`config.mk`:
```
export PLATFORM = sky130hd
export DESIGN_NAME = hashcam_req_sequencer
export DESIGN_NICKNAME = d
export VERILOG_FILES = /design/src/rtl/hashcam_req_sequencer.sv
export SDC_FILE = /design/constraint.sdc
export NUM_CORES = 1
export LEC_CHECK = 0
export ABC_CLOCK_PERIOD_IN_PS = 3300
export BUFFER_PORTS_ARGS = -buffer_cell sky130_fd_sc_hd__buf_2
export CAP_MARGIN = 20
export CORE_UTILIZATION = 28
export CTS_BUF_LIST = sky130_fd_sc_hd__clkbuf_4 sky130_fd_sc_hd__clkbuf_8
export DETAILED_ROUTE_END_ITERATION = 6
export SYNTH_ARGS = -nofsm -noshare
export SYNTH_HDL_FRONTEND = slang
export SYNTH_SLANG_ARGS = --single-unit
export TNS_END_PERCENT = 5
```
`constraint.sdc`:
```
create_clock -name clk -period 3.3 [get_ports clk]
set_input_delay 0.495 -clock clk [delete_from_list [all_inputs] [get_ports clk]]
set_output_delay 0.495 -clock clk [all_outputs]
set_load 0.02 [all_outputs]
```
`src/rtl/hashcam_req_sequencer.sv`:
```
// Request sequencer for the hash CAM: buffers lookup/write requests, replays each as the CAM's
// level enable/ready handshake through synchronised ready lines, and returns one response per request.
module hashcam_req_sequencer #(
    parameter int unsigned KEY_WIDTH_IN_OCTETS = 2,
    parameter int unsigned VALUE_WIDTH_IN_BITS = 8,
    parameter int unsigned FIFO_DEPTH          = 4,
    parameter int unsigned TIMEOUT_CYCLES      = 64
) (
    input  logic                           clk,
    input  logic                           resetn,
    input  logic                           req_valid,
    output logic                           req_ready,
    input  logic                           req_op,
    input  logic [KEY_WIDTH_IN_OCTETS*8-1:0] req_key,
    input  logic [VALUE_WIDTH_IN_BITS-1:0] req_value,
    output logic                           resp_valid,
    input  logic                           resp_ready,
    output logic                           resp_op,
    output logic                           resp_match,
    output logic                           resp_full,
    output logic                           resp_timeout,
    output logic [VALUE_WIDTH_IN_BITS-1:0] resp_value,
    output logic                           cam_lookup_enable,
    output logic                           cam_write_enable,
    output logic [KEY_WIDTH_IN_OCTETS*8-1:0] cam_key,
    output logic [VALUE_WIDTH_IN_BITS-1:0] cam_value,
    input  logic                           cam_lookup_ready,
    input  logic                           cam_write_ready,
    input  logic                           cam_match,
    input  logic                           cam_full,
    input  logic [VALUE_WIDTH_IN_BITS-1:0] cam_value_out,
    output logic [7:0]                     timeout_count
);

    localparam int unsigned KW = KEY_WIDTH_IN_OCTETS * 8;
    localparam int unsigned VW = VALUE_WIDTH_IN_BITS;
    localparam int unsigned AW = $clog2(FIFO_DEPTH);
    localparam int unsigned CW = AW + 1;
    localparam int unsigned EW = 1 + KW + VW;
    localparam int unsigned TW = $clog2(TIMEOUT_CYCLES + 1);

    typedef enum logic [2:0] {
        S_IDLE,
        S_SETUP,
        S_WAIT_RDY,
        S_RELEASE,
        S_RESP
    } state_e;

    // Request FIFO storage and pointers
    logic [EW-1:0] mem_q [FIFO_DEPTH];
    logic [AW-1:0] wr_ptr_q, rd_ptr_q;
    logic [CW-1:0] count_q, count_d;
    logic          req_ready_q;
    logic          push_c, pop_c, fifo_empty_c;
    logic [EW-1:0] fifo_head_c;

    logic [1:0] lrdy_sync_q, wrdy_sync_q;
    logic       rdy_s_c;

    state_e        state_q, state_d;
    logic          op_q, op_d;
    logic [KW-1:0] key_q, key_d;
    logic [VW-1:0] value_q, value_d;
    logic          len_q, len_d, wen_q, wen_d;
    logic [TW-1:0] tmr_q, tmr_d;
    logic          rvalid_q, rvalid_d;
    logic          rmatch_q, rmatch_d;
    logic          rfull_q, rfull_d;
    logic          rtmo_q, rtmo_d;
    logic [VW-1:0] rvalue_q, rvalue_d;
    logic [7:0]    tcnt_q, tcnt_d;

    assign push_c       = req_valid & req_ready_q;
    assign fifo_empty_c = (count_q == '0);
    assign fifo_head_c  = mem_q[rd_ptr_q];
    assign count_d      = count_q + CW'(push_c) - CW'(pop_c);
    assign rdy_s_c      = op_q ? wrdy_sync_q[1] : lrdy_sync_q[1];

    always_ff @(posedge clk or negedge resetn) begin
        if (!resetn) begin
            for (int i = 0; i < int'(FIFO_DEPTH); i++) mem_q[i] <= '0;
            wr_ptr_q    <= '0;
            rd_ptr_q    <= '0;
            count_q     <= '0;
            req_ready_q <= 1'b1;
        end else begin
            if (push_c) begin
                mem_q[wr_ptr_q] <= {req_op, req_key, req_value};
                wr_ptr_q        <= wr_ptr_q + AW'(1);
            end
            if (pop_c) rd_ptr_q <= rd_ptr_q + AW'(1);
            count_q     <= count_d;
            req_ready_q <= (count_d != CW'(FIFO_DEPTH));
        end
    end

    // Ready lines come from the clockless CAM
    always_ff @(posedge clk or negedge resetn) begin
        if (!resetn) begin
            lrdy_sync_q <= '0;
            wrdy_sync_q <= '0;
        end else begin
            lrdy_sync_q <= {lrdy_sync_q[0], cam_lookup_ready};
            wrdy_sync_q <= {wrdy_sync_q[0], cam_write_ready};
        end
    end

    always_ff @(posedge clk or negedge resetn) begin
        if (!resetn) begin
            state_q  <= S_IDLE;
            op_q     <= 1'b0;
            key_q    <= '0;
            value_q  <= '0;
            len_q    <= 1'b0;
            wen_q    <= 1'b0;
            tmr_q    <= '0;
            rvalid_q <= 1'b0;
            rmatch_q <= 1'b0;
            rfull_q  <= 1'b0;
            rtmo_q   <= 1'b0;
            rvalue_q <= '0;
            tcnt_q   <= '0;
        end else begin
            state_q  <= state_d;
            op_q     <= op_d;
            key_q    <= key_d;
            value_q  <= value_d;
            len_q    <= len_d;
            wen_q    <= wen_d;
            tmr_q    <= tmr_d;
            rvalid_q <= rvalid_d;
            rmatch_q <= rmatch_d;
            rfull_q  <= rfull_d;
            rtmo_q   <= rtmo_d;
            rvalue_q <= rvalue_d;
            tcnt_q   <= tcnt_d;
        end
    end

    always_comb begin
        state_d  = state_q;
        op_d     = op_q;
        key_d    = key_q;
        value_d  = value_q;
        len_d    = len_q;
        wen_d    = wen_q;
        tmr_d    = tmr_q;
        rvalid_d = rvalid_q;
        rmatch_d = rmatch_q;
        rfull_d  = rfull_q;
        rtmo_d   = rtmo_q;
        rvalue_d = rvalue_q;
        tcnt_d   = tcnt_q;
        pop_c    = 1'b0;
        case (state_q)
            S_IDLE: begin
                if (!fifo_empty_c) begin
                    pop_c                  = 1'b1;
                    {op_d, key_d, value_d} = fifo_head_c;
                    rmatch_d               = 1'b0;
                    rfull_d                = 1'b0;
                    rtmo_d                 = 1'b0;
                    rvalue_d               = '0;
                    state_d                = S_SETUP;
                end
            end
            S_SETUP: begin
                len_d   = ~op_q;
                wen_d   = op_q;
                tmr_d   = '0;
                state_d = S_WAIT_RDY;
            end
            S_WAIT_RDY: begin
                if (rdy_s_c) begin
                    rmatch_d = cam_match;
                    rfull_d  = cam_full;
                    rvalue_d = cam_value_out;
                    len_d    = 1'b0;
                    wen_d    = 1'b0;
                    tmr_d    = '0;
                    state_d  = S_RELEASE;
                end else if (tmr_q == TW'(TIMEOUT_CYCLES - 1)) begin
                    len_d    = 1'b0;
                    wen_d    = 1'b0;
                    rtmo_d   = 1'b1;
                    rmatch_d = 1'b0;
                    rfull_d  = 1'b0;
                    rvalue_d = '0;
                    if (tcnt_q != 8'hFF) tcnt_d = tcnt_q + 8'd1;
                    tmr_d    = '0;
                    state_d  = S_RELEASE;
                end else begin
                    tmr_d = tmr_q + TW'(1);
                end
            end
            S_RELEASE: begin
                // A ready that never drops still yields a response, flagged as a timeout
                if (!rdy_s_c) begin
                    rvalid_d = 1'b1;
                    state_d  = S_RESP;
                end else if (tmr_q == TW'(TIMEOUT_CYCLES - 1)) begin
                    rvalid_d = 1'b1;
                    rtmo_d   = 1'b1;
                    if (tcnt_q != 8'hFF) tcnt_d = tcnt_q + 8'd1;
                    state_d  = S_RESP;
                end else begin
                    tmr_d = tmr_q + TW'(1);
                end
            end
            S_RESP: begin
                if (resp_ready) begin
                    rvalid_d = 1'b0;
                    state_d  = S_IDLE;
                end
            end
            default: state_d = S_IDLE;
        endcase
    end

    assign req_ready         = req_ready_q;
    assign resp_valid        = rvalid_q;
    assign resp_op           = op_q;
    assign resp_match        = rmatch_q;
    assign resp_full         = rfull_q;
    assign resp_timeout      = rtmo_q;
    assign resp_value        = rvalue_q;
    assign cam_lookup_enable = len_q;
    assign cam_write_enable  = wen_q;
    assign cam_key           = key_q;
    assign cam_value         = value_q;
    assign timeout_count     = tcnt_q;

endmodule

```
==> metrics.cfg <==
[status]
outcome=finished, final reports clean

[pwr]
p_leak_uw=0.003768
peakVddDrop_mv=0.4050
fin_total_pwr_uw=8463
pwr-share-comb_pct=38.4
clockPowerShare_pct=18.7
p_seq_share_pct=42.9
power.density_nw_per_um2=995.3
switching_share_pct=33.45
intPower_uw=5632
switchingPower_uw=2831

[route]
drc=0
dr.pass1.iters=5
detail-route-antenna-nets=0
wl_per_cell_um=16.87
wirelength_um=15200
viasPerCell=4.643
drtIter0Drc=180
num_vias=4183

[floorplan]
dieArea_sq_um=26280
dieHeight_um=162.1
rows=58
io_pins=89
start_util_pct=28.51
core-area_sq_um=25180
die_w_um=162.1

[placement]
hpwlAfterDp_um=9946
gp_congestion=0.8311
io_buffers=88
dp_slack_ns=1.097

[logic_synthesis]
syn_nets=514
synth_most_common_cell=dfrtp_1
synth_top_cell_by_area=dfrtp_1
synth_area_sq_um=7178
yosys_warnings=0
synth.top_cells.by_area=dfrtp_1 59%, mux2_2 20%, mux4_2 7.8%, xnor2_1 1.6%, ha_1 1.4%
synth_edf_count=0
ys_seq_area_share_pct=58.93
ys_types=44
synth_flop_cell=dfrtp_1
synth_top_area_share_pct=58.57
async_flop_share_pct=100.0
yosys_register_bits=169
avgSynthCellArea_sq_um=15.47
synth_common_cells=168 x dfrtp_1, 127 x mux2_2, 25 x mux4_2
syn_inst=464

[sta]
slew_violations=0
layout_setup_ws_ns=1.129
fmax_mhz=460.6
finalSetupViolCount=0
clock-skew-final_ns=0.01627
hold_viol=0
rsz0062_at_grt=no
fin_crit_sh_pct=65.80
slew_headroom_pct=46.02
fin_crit_ns=2.171
fin_tns_setup_ns=0
worst_pin_slew_ns=0.8097

[critical_path]
worstPathRequired_ns=3.68
rr_endpoint=req_ready
cp-endpoint=req_ready
critPathArrivalTime_ns=2.55
cpPeakStageDelay_ns=0.54
cp_max_fo=14
critPathTopFamily=adder cells
timing.rr.start=state_q[0]
r2r_slack_ns=1.13
r2r_cells=8
cp_cell_sequence=nor4_2 -> ha_1 -> inv_1 -> ha_1 -> fa_1 -> xnor2_1 -> xnor2_1 -> nand2_1
startpoint=state_q[0]
critPathKind=register to register
slowest_stage=dfrtp_1
worst_setup_path_end_kind=register
crit_buf_inv=1
crit_cells=8
startpoint_type=register

[global_route]
grt_pass1_vias=4625
grt-busiest-layer=met2
grt_antenna_before_repair=1
grt_first_pass_wirelength_um=24850
met3_usage_pct=3.677
grt_overflow=0
grt_start_max_net_pins=68
grt_usage_pct=12.28
use_met1_pct=14.43
use_met2_pct=21.91

[cts]
numClockSinks=169
cts_tree=yes
cts_resized=0
cts.path.max_buffers=2
cts_hold_buf=1
clock_latency_ns=0.44
cts_root_buf=clkbuf_8
postCtsSetupRepairBufs=0
numCtsBuffers=17
htreeDepth=4
clk_pin_slew_worst_paths_ns=0.10

[run]
max_cap_violations=0

[final_layout]
fillCellCount=2432
drive_above_1_share_pct=51.14
finish.net_count=609
antenna_cells=0
multi_input_area_sq_um=2856
area_delta_synth_final_pct=18.46
seq_area_sq_um=4232

[hold_path]
min_path_type=primary input to register

-- power groups by stage --
stage	Sequential (uW)	Combinational [uW]	Clock [uW]
5_1_grt	3760	3560	1730
6_report	3630	3250	1580
4_1_cts	3640	3330	1640
3_3_place_gp	3590	3190	0
2_1_floorplan	3670	2320	0
3_5_place_dp	3680	3320	0
-- worst reg2reg max path, delay by kind of cell, from the launching register on --
| kind | cells | cell delay [ns] |
|---|---|---|
| simple gates | 2 | 0.44 |
| fa+ha+maj | 3 | 0.74 |
| xor+xnor | 2 | 0.34 |
| flops | 1 | 0.54 |
| buf+inv | 1 | 0.04 |
-- cells in the final DEF (no fill, tap or decap), types with 2 or more instances in the layout --
cell type,synthesis,layout
nand2b_1,3,3
nand3b_1,2,2
inv_6,0,2
nand2_1,12,12
a21oi_1,6,6
nand4_1,6,6
xnor2_1,13,13
ha_1,8,8
buf_4,0,9
bufinv_16,0,3
inv_1,7,7
xor2_1,3,3
clkbuf_8,0,19
o21ai_0,3,3
nand3_1,7,3
buf_2,4,87
nor3_1,2,2
nor2_1,13,13
dfrtp_1,168,167
a22o_1,10,10
clkinv_4,0,5
mux2_2,127,127
mux4_2,25,25
nand3_2,0,4
and3_1,2,2
-- kinds of logic after synthesis --
group	share of synthesized area (%)
buf+inv	1.639
fa+ha+maj	1.813
flops	58.93
simple gates	4.236
mux	28.22
compound gates	3.207
xor+xnor	1.952
-- flip-flops by register name (all words and copies together), names as in the netlist, 2 cells and up --
| name | count |
|---|---|
| lrdy_sync_q | 2 |
| rd_ptr_q | 2 |
| wr_ptr_q | 2 |
| cam_value | 8 |
| cam_key | 16 |
| wrdy_sync_q | 2 |
| state_q | 3 |
| timeout_count | 8 |
| resp_value | 8 |
| tmr_q | 7 |
| mem_q | 100 |
| count_q | 3 |
-- metrics by stage --
stage | util [%] | hold WS, ns | instance area [sq um] | instances
after global placement | 32.01 | 0.3473 | 8061 | 869
after CTS | 33.77 | 0.1325 | 8503 | 901
final | 33.77 | 0.1695 | 8503 | 901
after floorplan | - | 0.1994 | 7178 | 464
after detailed placement | 32.01 | 0.3523 | 8061 | 869
after global routing | 33.77 | 0.1254 | 8503 | 901
-- worst min-delay path by stage --
stage                    start              to  slack, ns  cells past startpoint
5_1_grt        cam_write_ready  wrdy_sync_q[0]       0.13                      1
3_5_place_dp    wrdy_sync_q[0]  wrdy_sync_q[1]       0.35                      0
6_report       cam_write_ready  wrdy_sync_q[0]       0.17                      1
4_1_cts        cam_write_ready  wrdy_sync_q[0]       0.13                      1
2_1_floorplan           resetn      cam_key[0]       0.20                      0
3_3_place_gp    wrdy_sync_q[0]  wrdy_sync_q[1]       0.35                      0
-- cell type report --
| type | count | share of cell area (%) |
|---|---|---|
| Tap cell | 330 | 4.856 |
| Clock inverter | 11 | 1.913 |
| Sequential cell | 169 | 49.76 |
| Multi-Input combinational cell | 265 | 33.59 |
| Clock buffer | 20 | 3.164 |
| Timing Repair Buffer | 99 | 6.401 |
| Inverter | 7 | 0.3090 |
-- layer usage --
| metal | up-vias | wire length [um] |
|---|---|---|
| met5 | - | 8 |
| met4 | 2 | 123 |
| met3 | 15 | 685 |
| met2 | 93 | 7886 |
| met1 | 2178 | 6491 |
| li1 | 1895 | - |
(Power assumes the default switching activity.)
